`config.mk`:
```
export PLATFORM = sky130hd
export DESIGN_NAME = load_store_unit
export DESIGN_NICKNAME = d
export VERILOG_FILES = /design/src/rtl/lsu_pkg.sv /design/src/rtl/lsu_align.sv /design/src/rtl/load_store_unit.sv
export SDC_FILE = /design/constraint.sdc
export NUM_CORES = 1
export LEC_CHECK = 0
export BUFFER_PORTS_ARGS = -buffer_cell sky130_fd_sc_hd__buf_2
export CELL_PAD_IN_SITES_DETAIL_PLACEMENT = 0
export CELL_PAD_IN_SITES_GLOBAL_PLACEMENT = 1
export CORE_MARGIN = 8
export CORE_UTILIZATION = 38
export DETAILED_ROUTE_END_ITERATION = 12
export HOLD_SLACK_MARGIN = 0.05
export PLACE_DENSITY = 0.88
export SLEW_MARGIN = 20
export SYNTH_ARGS = -nofsm -noshare
export SYNTH_HDL_FRONTEND = slang
export SYNTH_SLANG_ARGS = --single-unit
```
`constraint.sdc`:
```
create_clock -name CLK -period 3.3 [get_ports CLK]
set_clock_uncertainty 0.1 [all_clocks]
set_input_delay 0.66 -clock CLK [delete_from_list [all_inputs] [get_ports CLK]]
set_output_delay 0.66 -clock CLK [all_outputs]
set_load 0.01 [all_outputs]
```
`src/rtl/lsu_pkg.sv`:
```
// lsu_pkg: shared definitions for the load/store unit.
//   - RV32I funct3 size/sign codes
//   - FSM state encoding
//   - byte/half lane select and merge helpers (32-bit words)
package lsu_pkg;

  localparam logic [2:0] F3_B  = 3'b000;
  localparam logic [2:0] F3_H  = 3'b001;
  localparam logic [2:0] F3_W  = 3'b010;
  localparam logic [2:0] F3_BU = 3'b100;
  localparam logic [2:0] F3_HU = 3'b101;

  typedef enum logic [1:0] {
    S_IDLE   = 2'd0,
    S_ACCESS = 2'd1,
    S_WRITE  = 2'd2
  } lsu_state_e;

  function automatic logic [7:0] get_byte(input logic [31:0] w, input logic [1:0] off);
    return w[{off, 3'b000} +: 8];
  endfunction

  function automatic logic [15:0] get_half(input logic [31:0] w, input logic hi);
    return hi ? w[31:16] : w[15:0];
  endfunction

  function automatic logic [31:0] put_byte(input logic [31:0] w, input logic [1:0] off,
                                           input logic [7:0] b);
    logic [31:0] r;
    r = w;
    r[{off, 3'b000} +: 8] = b;
    return r;
  endfunction

  function automatic logic [31:0] put_half(input logic [31:0] w, input logic hi,
                                           input logic [15:0] h);
    return hi ? {h, w[15:0]} : {w[31:16], h};
  endfunction

  // Stores only know B/H/W; loads add the unsigned variants.
  function automatic logic f3_valid(input logic we, input logic [2:0] f3);
    if (we) return (f3 == F3_B) || (f3 == F3_H) || (f3 == F3_W);
    return (f3 == F3_B) || (f3 == F3_H) || (f3 == F3_W) || (f3 == F3_BU) || (f3 == F3_HU);
  endfunction

endpackage

```
`src/rtl/lsu_align.sv`:
```
// lsu_align: combinational lane logic for the load/store unit.
//   i_funct3   RV32I size/sign code
//   i_off      byte offset within the word (addr[1:0])
//   i_rd       word read from memory
//   i_wdata    low half of the store data (SB uses [7:0], SH uses [15:0])
//   o_ld_data  extracted and sign/zero-extended load result (0 for bad funct3)
//   o_st_word  i_rd with the store byte/half merged in
//   o_misalign natural-alignment violation; only computed when MISALIGN_TRAP_EN
//              is defined, otherwise tied 0 and offsets are truncated
module lsu_align
  import lsu_pkg::*;
#(
  parameter int XLEN = 32
) (
  input  logic [2:0]      i_funct3,
  input  logic [1:0]      i_off,
  input  logic [XLEN-1:0] i_rd,
  input  logic [15:0]     i_wdata,
  output logic [XLEN-1:0] o_ld_data,
  output logic [XLEN-1:0] o_st_word,
  output logic            o_misalign
);

  logic [7:0]  w_byte;
  logic [15:0] w_half;

  assign w_byte = get_byte(i_rd, i_off);
  // Halfword lane picked by addr[1] alone: addr[0] is truncated away.
  assign w_half = get_half(i_rd, i_off[1]);

  always_comb begin
    o_ld_data = '0;
    case (i_funct3)
      F3_B:    o_ld_data = {{24{w_byte[7]}}, w_byte};
      F3_BU:   o_ld_data = {24'd0, w_byte};
      F3_H:    o_ld_data = {{16{w_half[15]}}, w_half};
      F3_HU:   o_ld_data = {16'd0, w_half};
      F3_W:    o_ld_data = i_rd;
      default: o_ld_data = '0;
    endcase
  end

  assign o_st_word = (i_funct3 == F3_H) ? put_half(i_rd, i_off[1], i_wdata)
                                        : put_byte(i_rd, i_off, i_wdata[7:0]);

`ifdef MISALIGN_TRAP_EN
  assign o_misalign = (((i_funct3 == F3_H) || (i_funct3 == F3_HU)) && i_off[0]) ||
                      ((i_funct3 == F3_W) && (i_off != 2'b00));
`else
  assign o_misalign = 1'b0;
`endif

endmodule

```
`src/rtl/load_store_unit.sv`:
```
// load_store_unit: initiator side of a word-only data-memory port.
// Turns RV32I loads/stores into word-aligned accesses; SB/SH use a
// read-modify-write (ACCESS reads, WRITE writes the merged word).
// Optional feature macro: MISALIGN_TRAP_EN (misaligned H/W requests are
// rejected with rsp_err=1 instead of being truncated to natural alignment).
// Ports:
//   CLK, RST                 clock, synchronous active-high reset
//   req_valid/req_ready      core request handshake
//   req_we/funct3/addr/wdata request fields
//   rsp_valid/rdata/err      one-cycle completion pulse with load data / error
//   mem_we/addr/wd           word-aligned memory write enable, address, data
//   mem_rd                   memory read data (combinational from mem_addr)
module load_store_unit
  import lsu_pkg::*;
#(
  parameter int ADDR_W = 32,
  parameter int XLEN   = 32
) (
  input  logic              CLK,
  input  logic              RST,
  input  logic              req_valid,
  output logic              req_ready,
  input  logic              req_we,
  input  logic [2:0]        req_funct3,
  input  logic [ADDR_W-1:0] req_addr,
  input  logic [XLEN-1:0]   req_wdata,
  output logic              rsp_valid,
  output logic [XLEN-1:0]   rsp_rdata,
  output logic              rsp_err,
  output logic              mem_we,
  output logic [ADDR_W-1:0] mem_addr,
  output logic [XLEN-1:0]   mem_wd,
  input  logic [XLEN-1:0]   mem_rd
);

  lsu_state_e        r_state, w_next;
  logic              r_we;
  logic [2:0]        r_f3;
  logic [ADDR_W-1:0] r_addr;
  logic [XLEN-1:0]   r_wdata;
  logic [XLEN-1:0]   r_merged;
  logic              r_rsp_valid;
  logic [XLEN-1:0]   r_rsp_rdata;
  logic              r_rsp_err;
  logic              r_rsp_st;

  logic [ADDR_W-1:0] w_word_addr;
  logic [XLEN-1:0]   w_ld_data;
  logic [XLEN-1:0]   w_st_word;
  logic              w_misalign;
  logic              w_f3_ok;
  logic              w_err;
  logic              w_do_write;
  logic              w_mem_we;

  lsu_align #(.XLEN(XLEN)) u_align (
    .i_funct3   (r_f3),
    .i_off      (r_addr[1:0]),
    .i_rd       (mem_rd),
    .i_wdata    (r_wdata[15:0]),
    .o_ld_data  (w_ld_data),
    .o_st_word  (w_st_word),
    .o_misalign (w_misalign)
  );

  assign w_word_addr = {r_addr[ADDR_W-1:2], 2'b00};
  assign w_f3_ok     = f3_valid(r_we, r_f3);
  assign w_err       = w_misalign && w_f3_ok;
  assign w_do_write  = r_we && w_f3_ok && !w_err;

  always_comb begin
    w_next   = r_state;
    w_mem_we = 1'b0;
    mem_addr = '0;
    mem_wd   = '0;
    case (r_state)
      S_IDLE: if (req_valid) w_next = S_ACCESS;
      S_ACCESS: begin
        mem_addr = w_word_addr;
        if (w_do_write && (r_f3 != F3_W)) begin
          w_next = S_WRITE;
        end else begin
          w_next = S_IDLE;
          if (w_do_write) begin
            w_mem_we = 1'b1;
            mem_wd   = r_wdata;
          end
        end
      end
      S_WRITE: begin
        mem_addr = w_word_addr;
        w_mem_we = 1'b1;
        mem_wd   = r_merged;
        w_next   = S_IDLE;
      end
      default: w_next = S_IDLE;
    endcase
  end

  // Reset must suppress the write the memory would take on the reset edge,
  // so an interrupted RMW leaves memory untouched.
  assign mem_we    = w_mem_we & ~RST;
  assign req_ready = (r_state == S_IDLE);
  assign rsp_valid = r_rsp_valid;
  assign rsp_err   = r_rsp_err;
  // Store responses show 0; otherwise the last load result is held.
  assign rsp_rdata = r_rsp_st ? '0 : r_rsp_rdata;

  always_ff @(posedge CLK) begin
    if (RST) begin
      r_state     <= S_IDLE;
      r_we        <= 1'b0;
      r_f3        <= '0;
      r_addr      <= '0;
      r_wdata     <= '0;
      r_merged    <= '0;
      r_rsp_valid <= 1'b0;
      r_rsp_rdata <= '0;
      r_rsp_err   <= 1'b0;
      r_rsp_st    <= 1'b0;
    end else begin
      r_state     <= w_next;
      r_rsp_valid <= 1'b0;
      r_rsp_err   <= 1'b0;
      r_rsp_st    <= 1'b0;
      case (r_state)
        S_IDLE: if (req_valid) begin
          r_we    <= req_we;
          r_f3    <= req_funct3;
          r_addr  <= req_addr;
          r_wdata <= req_wdata;
        end
        S_ACCESS: begin
          if (w_next == S_WRITE) begin
            r_merged <= w_st_word;
          end else begin
            r_rsp_valid <= 1'b1;
            r_rsp_err   <= w_err;
            r_rsp_st    <= r_we;
            if (!r_we) r_rsp_rdata <= w_err ? '0 : w_ld_data;
          end
        end
        S_WRITE: begin
          r_rsp_valid <= 1'b1;
          r_rsp_st    <= 1'b1;
        end
        default: ;
      endcase
    end
  end

endmodule

```
==> results of run 1 <==
-- worst max-delay path, delay by kind of cell (launching register included) --
| kind | cells | cell delay, ns |
|---|---|---|
| fa+ha+maj | 1 | 0.31 |
| flops | 1 | 0.33 |
| compound gates | 1 | 0.09 |
| buf+inv | 3 | 0.44 |
| simple gates | 2 | 0.58 |
-- synth_stat cells (8+ instances only) --
cell type  count  area share
ha_1           8       0.014
nand2_1      169       0.092
mux2i_1       19       0.027
and2_1        31       0.028
nor2b_1       66       0.060
a22oi_1       78       0.085
o21ai_1        8      0.0058
nand3_1       22       0.016
a22o_1        16       0.020
a21oi_1       85       0.061
buf_1          8      0.0043
clkbuf_1      47       0.025
o2bb2ai_1     16       0.020
buf_4          8      0.0087
nor2_1        10      0.0054
o21ai_0       19       0.014
dfxtp_1      136        0.39
a221oi_1      24       0.030
buf_2         14       0.010
-- logic make-up (layout without fill, tap and decap cells) --
group           count (synthesis)  in the layout  synth area share
mux                            29             29            0.0486
compound gates                263            263             0.260
simple gates                  317            317             0.228
other cells                     1              5          0.000541
flops                         136            136             0.393
buf+inv                        87            258            0.0562
fa+ha+maj                       8              8            0.0145
-- final cells by class --
cell class	instances	area [um2]
timing repair buffer	218	1190
clock inverter	12	103
fill	1801	9290
antenna	2	5.00
multi-input combinational	620	3830
sequential	136	2720
tap	229	287
inverter	8	30.0
clock buffer	20	447
-- path summary, 6_finish.rpt --
kind                           startpoint                           end  slack (ns)  cells past startpoint
max                 r_state[1]$_SDFF_PP0_                    mem_wd[23]        0.35                      7
min          r_rsp_rdata[24]$_SDFFE_PP0P_  r_rsp_rdata[24]$_SDFFE_PP0P_        0.34                      2
max reg2reg        r_addr[1]$_SDFFE_PP0P_      r_merged[3]$_SDFFE_PP0P_        0.88                      6
min reg2reg  r_rsp_rdata[24]$_SDFFE_PP0P_  r_rsp_rdata[24]$_SDFFE_PP0P_        0.34                      2
-- flip-flops by register name, summed over array words and instances (netlist names) --
signal and cells:
r_we 1, rsp_valid 1, r_rsp_rdata 32, r_addr 32, r_state 2, r_wdata 32
r_f3 3, r_merged 32, r_rsp_st 1
-- routing by layer --
| layer | vias up | part of all wire |
|---|---|---|
| li1 | 3295 | - |
| met5 | - | 0.0015 |
| met3 | 31 | 0.078 |
| met4 | 6 | 0.016 |
| met1 | 3096 | 0.45 |
| met2 | 224 | 0.45 |
-- through the flow --
step	setup slack [ns]	power, uW	util	hold WS (ns)	std cells
2_1_floorplan	1.00	2240	-	0.317	843
3_3_place_gp	0.853	2480	0.450	0.329	1211
3_5_place_dp	0.794	2490	0.450	0.334	1211
4_1_cts	0.343	4270	0.481	0.346	1243
5_1_grt	0.178	4420	0.481	0.356	1244
6_report	0.351	4230	0.481	0.341	1245
-- power by group --
| part | total (uW) | switching (uW) | internal (uW) |
|---|---|---|---|
| Sequential | 1790 | 60.5 | 1730 |
| Combinational | 671 | 394 | 277 |
| Clock | 1780 | 725 | 1050 |
| Total | 4230 | 1180 | 3050 |
==> results.toml, run 1 <==
[status]
outcome = "completed"

[detailed_routing]
dr.pass1.iters = 5
drc = 0
viasPerCell = 5.34
wl_um = 22500
drt.antenna.violating_nets = 0
vias = 6652
drt_iter0_markers = 506
drt-wirelength-per-cell_um = 18.1

[sta]
hold_viol_final = 0
fin_crit_ns = 2.95
finalCritPeriodShare = 0.894
maxSlewHeadroom = 0.294
max_freq_mhz = 339
finalSetupViolCount = 0
rsz0062_at_grt = "false"
worst_pin_slew_ns = 1.06
slew_viol_final = 0
tns_ns = 0

[global_routing]
grt_max_degree = 67
gr-usage-all-layers = 0.195
grtUsageMet3 = 0.0529
grt-ovfl-total = 0
grt_pass1_vias = 6232
use_met2 = 0.297
busiest_layer = "met2"
antenna_found_initial = 4
grt_pass1_wl_um = 34900
grt_util_met1 = 0.260

[yosys]
ys_ff_latch = 136
synthDistinctLibCells = 51
synthesis.area_um2 = 6930
syn_avg_cell_area_um2 = 8.24
ys_seq_area_frac = 0.393
synth_edf_count = 0
synthArstFlopShare = 0
ys_warn_count = 0
synth_ff_type = "dfxtp_1"
synthCells = 841

[pwr]
leakage_uw = 0.00360
p_per_area_nw_per_um2 = 491
peakVddDrop_mv = 0.370

[worst_hold_path]
hold_path_class = "reg -> reg"

[clocking]
cts_tree = "done"
cts.htree.levels = 4
cts_root_buf = "clkbuf_16"
cts_hold_buf = 0
cts.reportedPaths.clkPinSlew_ns = 0.06
cts_setup_buffers = 0
cts_buffer_depth = 2
clock_sinks = 136
worstSkewPairLatency_ns = 0.42
cts_resized = 0
cts_buffers = 17

[floorplan]
start_util = 0.387
die_area_um2 = 22800
die_h_um = 151
core_area_um2 = 17900
die_w_um = 151
fp-row-count = 49
num_io_pins = 203

[placed_design]
hpwl_um = 16300
place_congestion = 0.847
placed_area_um2 = 8060
port_buffers = 199

[flow_run]
cap_violations = 0

[critical_path]
path_cells = "inv_1 -> ha_1 -> and3_1 -> buf_12 -> a22oi_1 -> nor2b_1 -> buf_2"
required_ns = 2.54
start_kind = "flip-flop"
critPathSlowestCell = "and3_1"
cp-end-kind = "output pin"
arrival_ns = 2.19
cp_max_fo = 24
crit_type = "reg -> out"
cpPeakStageDelay_ns = 0.45

[finish]
drive_gt1_frac = 0.275
mostFrequentLayoutCell = "buf_2"
area_growth_pct = 24.4
postLayoutCellArea_um2 = 8620
num-nets-final = 1112
mostFrequentLayoutCells = "buf_2 (199), nand2_1 (168), dfxtp_1 (135)"
(Power assumes the default switching activity.)
==> run 2, diff against run 1 <==
--- a/config.mk
+++ b/config.mk
@@ -12,7 +12,7 @@
 export CORE_UTILIZATION = 38
 export DETAILED_ROUTE_END_ITERATION = 12
 export HOLD_SLACK_MARGIN = 0.05
-export PLACE_DENSITY = 0.88
+export PLACE_DENSITY_LB_ADDON = 0.15
 export SLEW_MARGIN = 20
 export SYNTH_ARGS = -nofsm -noshare
 export SYNTH_HDL_FRONTEND = slang
==> run 2 against run 1 <==
Compared with the run above:
- core utilization unchanged
- count of clock-buffer cells in the layout is 4 higher
- global-route usage is 0.53 points higher
- flip-flop and latch count stayed put
- worst setup slack got worse by 0.069 ns
- wire length is 2.3% higher
- critical endpoint is now mem_wd[30]
- clock power is 3% lower
- maximum frequency fell by 2.3%
- combinational power up 0.7%
==> results.toml, run 2 (synthesis gave the netlist of run 1 again) <==
[finish]
mostFrequentLayoutCells = "buf_2 (199), nand2_1 (168), dfxtp_1 (135)"
mostFrequentLayoutCell = "buf_2"
area_growth_pct = 24.4
num-nets-final = 1115
drive_gt1_frac = 0.275
num-fill-cells = 1841
postLayoutCellArea_um2 = 8620

[clocking]
clock_sinks = 136
cts_buffers = 17
cts_hold_buf = 0
cts.reportedPaths.clkPinSlew_ns = 0.06
cts_resized = 0
cts_tree = "done"
cts_root_buf = "clkbuf_16"
cts.htree.levels = 4
worstSkewPairLatency_ns = 0.42
cts_buffer_depth = 2
cts_setup_buffers = 0

[global_routing]
antenna_found_initial = 3
grt_pass1_vias = 6379
grt_max_degree = 50
grt_pass1_wl_um = 35600
gr-usage-all-layers = 0.200
grt-ovfl-total = 0

[sta]
slew_viol_final = 0
max_freq_mhz = 331
rsz0062_at_grt = "false"
finalSetupViolCount = 0
fin_crit_ns = 3.02
finalCritPeriodShare = 0.914
worst_pin_slew_ns = 0.919
hold_viol_final = 0
tns_ns = 0
maxSlewHeadroom = 0.386

[pwr]
p_per_area_nw_per_um2 = 485
peakVddDrop_mv = 0.349
p_clk_frac = 0.411
pwr-share-seq = 0.427
leakage_uw = 0.00361
p_switching_uw = 1160
power_switching_share = 0.278
power_frac_comb = 0.162
p_int_uw = 3020

[detailed_routing]
wl_um = 23000
vias = 6607
drc = 0
drt.antenna.violating_nets = 0
viasPerCell = 5.30
drt_iter0_markers = 443
drt-wirelength-per-cell_um = 18.5
dr.pass1.iters = 5

[status]
outcome = "completed"

[worst_hold_path]
hold_path_class = "reg -> reg"
hold_depth = 2

[critical_path]
start_kind = "flip-flop"
required_ns = 2.54
arrival_ns = 2.26
crit_type = "reg -> out"
cp-end-kind = "output pin"
rr_worst_depth = 6
cp_max_fo = 22

[placed_design]
port_buffers = 199
placed_area_um2 = 8080
place_congestion = 0.801
hpwl_um = 16600

[floorplan]
core_area_um2 = 17900
num_io_pins = 203
die_w_um = 151
die_area_um2 = 22800
fp-row-count = 49
start_util = 0.387
die_h_um = 151

[flow_run]
cap_violations = 0
## run 2: critical path, stage by stage (launching register included)
cell and delay [ns]:
dfxtp_1 0.33, inv_1 0.08, ha_1 0.31, and3_1 0.53, buf_12 0.22, a22oi_1 0.07
nor2b_1 0.14, buf_2 0.14
## run 2: cell type report
| type | instances | area, um2 | area share |
|---|---|---|---|
| multi-input combinational | 620 | 3830 | 0.445 |
| sequential | 136 | 2720 | 0.316 |
| timing repair buffer | 221 | 1210 | 0.141 |
| clock buffer | 24 | 482 | 0.0559 |
| tap | 229 | 287 | 0.0333 |
| clock inverter | 8 | 47.5 | 0.00552 |
| inverter | 8 | 30.0 | 0.00349 |
| antenna | 1 | 2.50 | 0.000290 |
## run 2: per-stage QoR
step,setup slack (ns),util,hold slack (ns),std cells,power [uW]
6_report,0.282,0.481,0.344,1247,4180
5_1_grt,0.105,0.481,0.352,1246,4380
4_1_cts,0.293,0.481,0.347,1246,4220
3_5_place_dp,0.771,0.452,0.336,1214,2500
3_3_place_gp,0.809,0.452,0.329,1214,2500
2_1_floorplan,1.00,-,0.317,843,2240
## run 2: power by group through the flow
| stage | Clock (uW) | Sequential (uW) | Combinational (uW) |
|---|---|---|---|
| 2_1_floorplan | 0 | 1800 | 448 |
| 3_3_place_gp | 0 | 1820 | 677 |
| 3_5_place_dp | 0 | 1820 | 679 |
| 4_1_cts | 1750 | 1780 | 682 |
| 5_1_grt | 1830 | 1800 | 750 |
| 6_report | 1720 | 1790 | 676 |
## run 2: final timing paths
kind | from | end | slack, ns
hold / removal | r_rsp_rdata[28]$_SDFFE_PP0P_ | r_rsp_rdata[28]$_SDFFE_PP0P_ | 0.34
hold reg to reg | r_rsp_rdata[28]$_SDFFE_PP0P_ | r_rsp_rdata[28]$_SDFFE_PP0P_ | 0.34
setup reg to reg | r_addr[1]$_SDFFE_PP0P_ | r_merged[1]$_SDFFE_PP0P_ | 0.89
setup / recovery | r_state[1]$_SDFF_PP0_ | mem_wd[30] | 0.28
## run 2: layer usage
layer	GRT usage	wire length [um]	vias up	share of wire
met5	0	38	-	0.0016
met4	0.0529	285	6	0.012
met3	0.0699	1870	28	0.081
met2	0.298	10200	216	0.44
met1	0.269	10600	3044	0.46
li1	-	-	3313	-
==> run 3, diff against run 2 <==
--- a/config.mk
+++ b/config.mk
@@ -9,7 +9,8 @@
 export CELL_PAD_IN_SITES_DETAIL_PLACEMENT = 0
 export CELL_PAD_IN_SITES_GLOBAL_PLACEMENT = 1
 export CORE_MARGIN = 8
-export CORE_UTILIZATION = 38
+export CORE_UTILIZATION = 39
+export CTS_BUF_LIST = sky130_fd_sc_hd__clkbuf_2 sky130_fd_sc_hd__clkbuf_4 sky130_fd_sc_hd__clkbuf_8
 export DETAILED_ROUTE_END_ITERATION = 12
 export HOLD_SLACK_MARGIN = 0.05
 export PLACE_DENSITY_LB_ADDON = 0.15
==> run 3 against run 2 <==
Compared with the run above:
- combinational power shrank 1%
- wire length shrank 2.1%
- global-route usage is essentially flat
- core utilization grew 0.64 points
- cell count shrank 0.56%
- die area shrank 2.3%
- flip-flop and latch count is the same
- power shrank 8.1%
- largest power group unchanged
==> results.toml, run 3 (synthesis gave the netlist of run 1 again) <==
[status]
outcome = "completed"

[pwr]
pwr-share-seq = 0.466
p_switching_uw = 1080
leakage_uw = 0.00355
peakVddDrop_mv = 0.225
power_uw = 3840
power_frac_comb = 0.173
p_per_area_nw_per_um2 = 454
power_switching_share = 0.281
p_clk_frac = 0.361
p_int_uw = 2760

[critical_path]
rr_startpoint = "r_addr[1]$_SDFFE_PP0P_"
critPathSlowestCell = "and3_1"
crit_type = "reg -> out"
path_buf_inv = 3
cp-startpoint = "r_state[1]$_SDFF_PP0_"
cp-end-kind = "output pin"
cp_max_fo = 22
required_ns = 2.54
cpPeakStageDelay_ns = 0.51
path_cells = "inv_1 -> ha_1 -> and3_1 -> buf_12 -> a22oi_1 -> nor2b_1 -> buf_2"
arrival_ns = 2.29
cpLargestDelayFamily = "simple AND/OR/NAND/NOR gates"
start_kind = "flip-flop"

[finish]
mostFrequentLayoutCell = "buf_2"
final_cell_count_no_fill = 1240
area_growth_pct = 22.2
multi_input_area_um2 = 3830
mostFrequentLayoutCells = "buf_2 (199), nand2_1 (168), dfxtp_1 (135)"
num-nets-final = 1113
regArea_um2 = 2720
num-fill-cells = 1812
antenna_cells = 0
drive_gt1_frac = 0.278

[sta]
slew_viol_final = 0
finalSetupViolCount = 0
rsz0062_at_grt = "false"
hold_viol_final = 0
maxSlewHeadroom = 0.382
fin_crit_ns = 3.05
tns_ns = 0
max_freq_mhz = 328
holdWs_ns = 0.344
fin_ws_ns = 0.251
worst_pin_slew_ns = 0.925
finalCritPeriodShare = 0.924

[detailed_routing]
wl_um = 22600
viasPerCell = 5.29
vias = 6565
dr.pass1.iters = 5
drt.antenna.violating_nets = 0
drt_iter0_markers = 397
drc = 0
drt-wirelength-per-cell_um = 18.2

[clocking]
worstSkewPairLatency_ns = 0.44
cts_resized = 0
cts_root_buf = "clkbuf_8"
cts_hold_buf = 0
cts.reportedPaths.clkPinSlew_ns = 0.07
clock_sinks = 136
cts_setup_buffers = 0
cts.htree.levels = 4
cts_tree = "done"
cts_buffers = 17
cts_buffer_depth = 2

[floorplan]
start_util = 0.399
core_area_um2 = 17400
die_area_um2 = 22300
die_w_um = 149
num_io_pins = 203
die_h_um = 149
fp-row-count = 48

[global_routing]
antenna_found_initial = 3
gr-usage-all-layers = 0.200
grt_pass1_vias = 6269
grt_pass1_wl_um = 35300
grt_max_degree = 45
grt-ovfl-total = 0

[placed_design]
place_congestion = 0.851
port_buffers = 199
hpwl_um = 16200
dp.cells = 1208
dp_slack_ns = 0.571

[flow_run]
cap_violations = 0

[worst_hold_path]
hold_start = "r_rsp_rdata[17]$_SDFFE_PP0P_"
hold_path_class = "reg -> reg"
## run 3: worst paths after layout
path / endpoint / slack, ns / cells after the start
worst max-delay path: mem_wd[24] / 0.25 / 7
worst min-delay path: r_rsp_rdata[17]$_SDFFE_PP0P_ / 0.34 / 2
worst max register to register: r_merged[1]$_SDFFE_PP0P_ / 0.57 / 6
worst min register to register: r_rsp_rdata[17]$_SDFFE_PP0P_ / 0.34 / 2
## run 3: power by group through the flow
stage / clock [uW] / combinational, uW / sequential (uW)
floorplan: 0 / 448 / 1800
CTS: 1420 / 671 / 1790
global route: 1510 / 738 / 1800
global placement: 0 / 666 / 1830
finish: 1390 / 666 / 1790
detailed placement: 0 / 669 / 1830
## run 3: per-stage QoR
step | instance area (um2) | utilization
2_1_floorplan | 6930 | -
3_3_place_gp | 8060 | 0.465
3_5_place_dp | 8060 | 0.465
4_1_cts | 8460 | 0.488
5_1_grt | 8460 | 0.488
6_report | 8460 | 0.488
## run 3: routing by layer
metal	global-route usage	routed length, um
met5	0	28
met4	0.0535	258
met3	0.0640	2010
met2	0.297	9850
met1	0.272	10400
## run 3: area by class of cell
type                    count  share of cell area
repair buffers            219               0.141
inverters                   8             0.00355
well taps                 225              0.0333
clock inverters             8              0.0112
clock buffers              24              0.0361
flip-flops and latches    136               0.322
multi-input cells         620               0.453
## run 3: worst min-delay path, cell delays in order (launching register included)
cell and delay [ns]:
dfxtp_1 0.32, nand2_1 0.04, o21ai_0 0.05
